File: config.mk
export PLATFORM = sky130hd
export DESIGN_NAME = matrix_input_parser
export DESIGN_NICKNAME = d
export VERILOG_FILES = /design/src/rtl/matrix_input_parser.sv
export SDC_FILE = /design/constraint.sdc
export NUM_CORES = 1
export LEC_CHECK = 0
export CORE_ASPECT_RATIO = 0.9
export CORE_MARGIN = 3
export CORE_UTILIZATION = 53
export CTS_CLUSTER_DIAMETER = 100
export DETAILED_ROUTE_END_ITERATION = 12
export MAX_ROUTING_LAYER = met4
export PLACE_DENSITY = 0.87
export SETUP_SLACK_MARGIN = 0.4
export SYNTH_ARGS = -nofsm -noshare
export SYNTH_HDL_FRONTEND = slang
export SYNTH_SLANG_ARGS = --single-unit
File: constraint.sdc
create_clock -name clk -period 3.76 [get_ports clk]
set_input_delay 0.752 -clock clk [delete_from_list [all_inputs] [get_ports clk]]
set_output_delay 0.752 -clock clk [all_outputs]
set_load 0.1 [all_outputs]
File: src/rtl/matrix_input_parser.sv
// matrix_input_parser: turns an ASCII decimal stream "rows cols e0 .. eN-1"
// from the UART receiver into row-major writes into matrix storage.
// Reports the committed dimensions, a done pulse, or an err pulse with a code.
module matrix_input_parser #(
  parameter int MAX_DIM        = 5,
  parameter int MAX_VAL        = 9,
  parameter int TIMEOUT_CYCLES = 100000000
) (
  input  logic       clk,
  input  logic       rst_n,
  input  logic       start,
  input  logic [7:0] rx_data,
  input  logic       rx_valid,
  output logic       busy,
  output logic       done,
  output logic       err,
  output logic [1:0] err_code,
  output logic [2:0] mat_row,
  output logic [2:0] mat_col,
  output logic       wr_en,
  output logic [4:0] wr_addr,
  output logic [7:0] wr_data
);

  localparam int TW = (TIMEOUT_CYCLES > 1) ? $clog2(TIMEOUT_CYCLES + 1) : 1;
  localparam logic [TW-1:0] TLAST   = TW'(TIMEOUT_CYCLES - 1);
  localparam logic [12:0]   DIM_LIM = 13'(MAX_DIM);
  localparam logic [12:0]   VAL_LIM = 13'(MAX_VAL);

  localparam logic [1:0] E_CHAR = 2'b00;
  localparam logic [1:0] E_DIM  = 2'b01;
  localparam logic [1:0] E_VAL  = 2'b10;
  localparam logic [1:0] E_TIME = 2'b11;

  // Errors go straight back to IDLE; the err pulse itself marks the abort.
  typedef enum logic [1:0] {IDLE, GET_ROW, GET_COL, GET_ELEM} state_t;

  state_t        state;
  logic [8:0]    acc;
  logic          in_num;
  logic [4:0]    elem_cnt;
  logic [TW-1:0] tcnt;

  logic          is_digit, is_sep;
  logic [3:0]    digit;
  logic [12:0]   acc_next;
  logic [5:0]    total;
  logic          last_elem;
  logic          abort;
  logic [1:0]    abort_code;

  assign is_digit  = (rx_data >= 8'h30) && (rx_data <= 8'h39);
  assign is_sep    = (rx_data == 8'h20) || (rx_data == 8'h0D) || (rx_data == 8'h0A);
  assign digit     = 4'(rx_data - 8'h30);
  // Wide enough that acc*10+9 never wraps before the range check sees it.
  assign acc_next  = 13'(acc) * 13'd10 + 13'(digit);
  assign total     = 6'(mat_row) * 6'(mat_col);
  assign last_elem = (6'(elem_cnt) == total - 6'd1);

  // Decide whether this cycle aborts the parse, and with which code.
  // An accepted byte always takes priority over timeout expiry.
  always_comb begin
    abort      = 1'b0;
    abort_code = E_CHAR;
    if (state != IDLE) begin
      if (rx_valid) begin
        if (is_digit) begin
          if (state == GET_ELEM) begin
            if (acc_next > VAL_LIM) begin
              abort      = 1'b1;
              abort_code = E_VAL;
            end
          end else if (acc_next > DIM_LIM) begin
            abort      = 1'b1;
            abort_code = E_DIM;
          end
        end else if (!is_sep) begin
          abort      = 1'b1;
          abort_code = E_CHAR;
        end else if (in_num && state != GET_ELEM && acc == 9'd0) begin
          abort      = 1'b1;
          abort_code = E_DIM;
        end
      end else if (tcnt == TLAST) begin
        abort      = 1'b1;
        abort_code = E_TIME;
      end
    end
  end

  // Parser FSM with registered outputs; pulses default low every cycle.
  always_ff @(posedge clk or negedge rst_n) begin
    if (!rst_n) begin
      state    <= IDLE;
      acc      <= '0;
      in_num   <= 1'b0;
      elem_cnt <= '0;
      tcnt     <= '0;
      busy     <= 1'b0;
      done     <= 1'b0;
      err      <= 1'b0;
      err_code <= '0;
      mat_row  <= '0;
      mat_col  <= '0;
      wr_en    <= 1'b0;
      wr_addr  <= '0;
      wr_data  <= '0;
    end else begin
      done  <= 1'b0;
      err   <= 1'b0;
      wr_en <= 1'b0;
      if (state == IDLE) begin
        // A byte arriving with start is dropped: the arm wins.
        if (start) begin
          busy     <= 1'b1;
          acc      <= '0;
          in_num   <= 1'b0;
          elem_cnt <= '0;
          tcnt     <= '0;
          mat_row  <= '0;
          mat_col  <= '0;
          err_code <= E_CHAR;
          state    <= GET_ROW;
        end
      end else if (abort) begin
        err      <= 1'b1;
        err_code <= abort_code;
        busy     <= 1'b0;
        acc      <= '0;
        in_num   <= 1'b0;
        state    <= IDLE;
      end else if (rx_valid) begin
        tcnt <= '0;
        if (is_digit) begin
          acc    <= acc_next[8:0];
          in_num <= 1'b1;
        end else if (in_num) begin
          // Separator closing a number; bare separators fall through idle.
          acc    <= '0;
          in_num <= 1'b0;
          case (state)
            GET_ROW: begin
              mat_row <= acc[2:0];
              state   <= GET_COL;
            end
            GET_COL: begin
              mat_col <= acc[2:0];
              state   <= GET_ELEM;
            end
            default: begin
              wr_en    <= 1'b1;
              wr_addr  <= elem_cnt;
              wr_data  <= acc[7:0];
              elem_cnt <= elem_cnt + 5'd1;
              if (last_elem) begin
                done  <= 1'b1;
                busy  <= 1'b0;
                state <= IDLE;
              end
            end
          endcase
        end
      end else begin
        tcnt <= tcnt + TW'(1);
      end
    end
  end

endmodule

Word-level counts from Yosys, hierarchy flattened
Cells that the tools add are included.

word-level totals
  memories kept = 0
  register bits after elaboration = 69
  RAM bits = 0
  ROM bits = 0
  latch bits = 0
  word-level logic and storage cells = 160
  output and inout port bits = 25

cells by class
  shift operators = 0
  equal/unequal tests = 15
  $lt $le $gt $ge = 4
  reductions and logical operators = 29
  multipliers = 2
  multiplexer cells = 87
  add/subtract/negate cells = 5
  bitwise gates (word level) = 4
  div/mod/pow operators = 0

operators with widths
  operator               number
  $mux 27                4
  $mux 9                 6
  $mux 1                 40
  $mux 3                 13
  $mux 5                 7
  $mux 2                 16
  $reduce_and 6->1       5
  $add 27x1->27 const B  1
  $eq 27x27->1 const B   1
  $eq 8x4->1 const B     2
  $add 13x4->13          1
  $gt 13x3->1 const B    1
  $gt 13x4->1 const B    1
  $mul 9x3->12 const B   1
  $reduce_bool 2->1      6
  $logic_not 9->1        1
  $reduce_bool 3->1      3
  $eq 8x6->1 const B     1
  $ge 8x6->1 const B     1
  $le 8x6->1 const B     1
  $eq 5x6->1             1
  $mul 3x3->6            1
  $ne 2x1->1 const B     3
  $ne 3x1->1 const B     2
  other kinds (17)       27

Depth between registers and ports, before layout
  word-level depth = 10
  mapped depth = 14
  gate-level depth less buffers = 14

Worst setup path before layout
OpenSTA, ideal clock, no wires.

  path type = flip-flop to flip-flop
  start = reg mat_col[2]
  end = reg state[0]
  arrival = 3.742 ns
  data required time = 3.634 ns
  setup time = 0.126 ns
  buffers on the path = 0
  slack = -0.108 ns
  stages on the path, launching flop included = 13
  cell sequence = dfrtp_1 -> nand2_1 -> ha_1 -> fa_1 -> fa_1 -> xor2_1 -> xnor2_1 -> nor4_1 -> nand3_1 -> a21o_1 -> a211oi_1 -> o32ai_1 -> a221o_1

between the ends
  longest elaborated chain between the ends = 5

RTL lines
  element                             line  RTL
  start: declaration                  19    output logic [2:0] mat_col,
  start signal: assignment            147   mat_col <= acc[2:0];
  $mul 3x3->6                         57    assign total = 6'(mat_row) * 6'(mat_col);
  $sub 6x1->6                         58    assign last_elem = (6'(elem_cnt) == total - 6'd1);
  $eq 5x6->1                          58
  $reduce_bool 5->1 (no source line)  --
  $reduce_and 5->1 (no source line)   --
  end signal: assignment              94    state <= IDLE;
  end signal: assignment              123   state <= GET_ROW;
  end signal: assignment              131   state <= IDLE;
  end: declaration                    38    state_t state;

No other way between the ends.
A chain may end at the register's enable or synchronous reset.

Final worst setup path
  start = reg acc[3]
  end = reg tcnt[6]

between the ends
  longest elaborated chain between the ends = 10
  elaborated cells on any way between the ends = 16

RTL lines
  element                                     line    RTL
  start: declaration                          39      logic [8:0] acc;
  start signal: assignment                    135     acc <= acc_next[8:0];
  $mul 9x3->12                                56      assign acc_next = 13'(acc) * 13'd10 + 13'(digit);
  $add 13x4->13                               56
  $gt 13x3->1 or $gt 13x4->1 (tied branches)  73, 69
  $mux 1, on equally long branches            73, 69
  $mux 1                                      68      if (state == GET_ELEM) begin
  $mux 1 *                                    67      if (is_digit) begin
  $mux 1 *                                    66      if (rx_valid) begin
  $mux 1 *                                    65      if (state != IDLE) begin
  $ne 2x1->1 (no source line) *               --
  $reduce_and 2->1 (no source line) *         --
  end signal: assignment                      164     tcnt <= tcnt + TW'(1);
  end: declaration                            42      logic [TW-1:0] tcnt;

Mark *: on every way between the ends. The rest lies on a longest branch, timed or not.

==> impl_metrics.env <==
export IMPL_n_fill_cell=510
export IMPL_r2r_slack_ps=120
export IMPL_synth_top_family_by_area="simple AND/OR/NAND/NOR gates"
export IMPL_hold_slack_ps=473
export IMPL_synthCells=480
export IMPL_muxShareOfSynthArea=0.0391
export IMPL_power_frac_seq=0.352
export IMPL_power_density_nw_per_um2=427
export IMPL_hold_violations=0
export IMPL_cell_internal_pwr_w=0.00141
export IMPL_timing_rr_end="tcnt[6]$_DFFE_PN0P_"
export IMPL_fin_crit_ps=3640
export IMPL_avgSynthCellArea_um2=9.14
export IMPL_synth_common_cells="dfrtp_1 (69), nand2_1 (51), o21ai_0 (39), nor2_1 (38), ha_1 (32)"
export IMPL_setup_viol=0
export IMPL_post_route_period_util=0.968
export IMPL_synth_area_um2=4390
export IMPL_outcome="complete, no violations"
export IMPL_htreeDepth=3
export IMPL_ys_ff_latch=69
export IMPL_slowest_stage="or4_4"
export IMPL_fin_nets=590
export IMPL_path_clk_slew_ps=80
export IMPL_cts_sinks=69
export IMPL_drive_above_1_share=0.203
export IMPL_drtIter0Drc=420
export IMPL_critPathBufInv=3
export IMPL_ys_types=60
export IMPL_postRouteAntennaNets=0
export IMPL_critPathKind="reg -> reg"
export IMPL_critPathTopFamily="compound AO/OA/AOI/OAI gates"
export IMPL_synth_edf_count=0
export IMPL_switching_share=0.406
export IMPL_core_area_um2=7810
export IMPL_insertion_delay_ps=360
export IMPL_reg2reg_from="acc[3]$_DFFE_PN0P_"
export IMPL_holdCritPathClass="reg -> reg"
export IMPL_switching_power_w=0.000964
export IMPL_cp_slowest_stage_delay_ps=480
export IMPL_hold_depth=1
export IMPL_tightest_slew_ps=1020
export IMPL_ctsLongestPathBuffers=2
export IMPL_pwr_share_clk=0.270
export IMPL_wl_um=12000
export IMPL_p_comb_frac=0.378
export IMPL_final_setup_skew_ps=7.12
export IMPL_final_core_utilization=0.712
export IMPL_areaGrowthSynthToFinish_pct=26.7
export IMPL_dr_pass1_iters=7
export IMPL_cpMostUsedCell="buf_6"
export IMPL_synth_compound_area_frac=0.192
export IMPL_synth_area_leader_cell="dfrtp_1"
export IMPL_drc_errors=0
export IMPL_synth_top_area_frac=0.394
export IMPL_synth_xor_area_frac=0.0260
export IMPL_num_antenna_cells=0
export IMPL_ios=37
export IMPL_synthSimpleGateAreaFrac=0.203
export IMPL_synth_fp_nets=528
export IMPL_grt_pass1_wl_um=19800
export IMPL_die_x_um=102
export IMPL_vias=4154
export IMPL_yosysWarnings=0
export IMPL_dp_hpwl_um=7750
export IMPL_synth_most_common_cell="dfrtp_1"
export IMPL_grtUsageTotal=0.271
export IMPL_via_per_inst=6.46
export IMPL_ys_top_cells_by_area="dfrtp_1 (39%), ha_1 (9.1%), o21ai_0 (4.4%)"
export IMPL_synth_main_ff_cell="dfrtp_1"
export IMPL_rsz0062_at_grt="yes"
export IMPL_cts_tree="yes"
export IMPL_synth_fa_ha_area_frac=0.110
export IMPL_synth_seq_area_share=0.394
export IMPL_arrival_ps=3870
export IMPL_ff2ff_path_depth=14
export IMPL_finalMaxSlewViolations=0
export IMPL_synth_async_reset_ratio=1.00
export IMPL_globalRouteOverflowTotal=0
export IMPL_fmax_mhz=275
export IMPL_grt_max_degree=47
export IMPL_cts_buffers=9
export IMPL_cp_max_fo=7
export IMPL_die_area_um2=9410
export IMPL_required_ps=3990
export IMPL_maxCapViolCount=0
export IMPL_fp_dieH_um=92.3
export IMPL_min_to="tcnt[22]$_DFFE_PN0P_"
export IMPL_path_cells="ha_1 > ha_2 > fa_2 > a211oi_4 > nor3b_2 > or4_4 > o32ai_4 > nand4_4 > buf_6 > o31ai_4 > buf_6 > a21o_1 > buf_6 > a31oi_1"
export IMPL_grt_pass1_vias=4083
export IMPL_ir_worst_vdd_v=0.000236
export IMPL_p_leak_nw=2.41
export IMPL_wl_per_cell_um=18.7
export IMPL_io_buffers=36
export IMPL_cp_end_kind="flop"
export IMPL_antenna_found_initial=0
export IMPL_hold_start="tcnt[22]$_DFFE_PN0P_"
export IMPL_initial_core_util=0.562
export IMPL_setup_tns_ps=0
export IMPL_start_kind="flop"
export IMPL_rows=30
export IMPL_routabilityCongestion=0.859
export IMPL_slew_limit_headroom=0.323
export IMPL_clk_root_buffer_cell="clkbuf_8"
-- how the worst max path moves through the flow --
stage	startpoint	endpoint	slack, ps	depth (start not counted)
2_1_floorplan	acc[1]$_DFFE_PN0P_	acc[0]$_DFFE_PN0P_	350	12
3_3_place_gp	rx_data[1]	tcnt[7]$_DFFE_PN0P_	40	11
3_5_place_dp	rx_data[1]	acc[2]$_DFFE_PN0P_	-80	11
4_1_cts	acc[3]$_DFFE_PN0P_	acc[2]$_DFFE_PN0P_	170	12
5_1_grt	acc[2]$_DFFE_PN0P_	tcnt[6]$_DFFE_PN0P_	30	13
6_report	acc[3]$_DFFE_PN0P_	tcnt[6]$_DFFE_PN0P_	120	14
-- worst reg2reg max path: stages (launching register included) --
cell	delay (ps)
dfrtp_1	430
ha_1	300
ha_2	210
fa_2	390
a211oi_4	240
nor3b_2	80
or4_4	480
o32ai_4	270
nand4_4	160
buf_6	170
o31ai_4	170
buf_6	160
a21o_1	180
buf_6	170
a31oi_1	100
-- cells by family (layout without fill, tap and decap cells) --
logic type / Yosys count / in the layout
adders and majority gates: 36 / 36
DFF: 69 / 69
buffers and inverters: 42 / 108
xor gates and xnor gates: 13 / 13
AOI/OAI and AO/OA: 133 / 134
and+or+nand+nor: 171 / 171
muxes: 16 / 16
-- final cells by class --
type / instances / area (um^2) / area share
multi-input cells: 370 / 2780 / 0.501
repair buffers: 67 / 606 / 0.109
inverters: 25 / 93.8 / 0.0169
clock inverters: 5 / 58.8 / 0.0106
clock buffers: 11 / 151 / 0.0272
well taps: 96 / 120 / 0.0216
flip-flops and latches: 69 / 1750 / 0.314
-- flip-flops by register name (all words and copies together) (netlist names) --
name,count
wr_en,1
state,2
done,1
err,1
err_code,2
in_num,1
wr_addr,5
mat_row,3
wr_data,8
acc,9
elem_cnt,5
mat_col,3
busy,1
tcnt,27
-- metrics by stage --
step / cells / area [um^2] / total power [W] / worst slack (ps)
2_1_floorplan: 480 / 4470 / 0.00136 / 352
3_3_place_gp: 609 / 4990 / 0.00156 / 43.2
3_5_place_dp: 609 / 4990 / 0.00158 / -81.8
4_1_cts: 640 / 5450 / 0.00229 / 174
5_1_grt: 643 / 5560 / 0.00246 / 25.2
6_report: 643 / 5560 / 0.00238 / 119
-- timing repair --
action / in CTS / in global routing
gates cloned: 1 / 0
buffers inserted: 14 / 3
setup endpoints to repair: 52 / 52
hold endpoints to repair: 0 / 0
pin swaps: 17 / 22
hold buffers: 0 / 0
gates resized for setup: 31 / 33
-- routing by layer --
layer / vias to the layer above / global-route usage / share of wire
li1: 1866 / - / -
met1: 2010 / 0.351 / 0.41
met2: 238 / 0.435 / 0.49
met3: 40 / 0.0459 / 0.075
met4: 0 / 0.0885 / 0.025
met5: - / - / 0
-- power groups by stage --
stage,sequential [W],combinational (W),clock (W)
after global placement,0.000845,0.000719,0
after detailed placement,0.000846,0.000736,0
after global routing,0.000839,0.000943,0.000681
final,0.000836,0.000898,0.000642
after floorplan,0.000946,0.000417,0
after CTS,0.000833,0.000825,0.000636
-- cell usage in the layout, fill, tap and decap left out, drive strengths merged, types with 5 or more instances in the layout --
cell type / instances
xnor2: 8
a21oi: 31
buf: 32
ha: 32
mux2i: 7
nor2: 39
inv: 25
xor2: 5
o22ai: 6
mux2: 9
nand4: 7
nand3: 16
nand2: 51
nor2b: 8
clkbuf: 11
o21ai: 42
a31oi: 17
o31ai: 7
a211oi: 5
clkdlybuf4s50: 34
dfrtp: 69
a21o: 9
nor3: 9
and3: 8
Note: power is estimated with default switching activity, not from simulation.
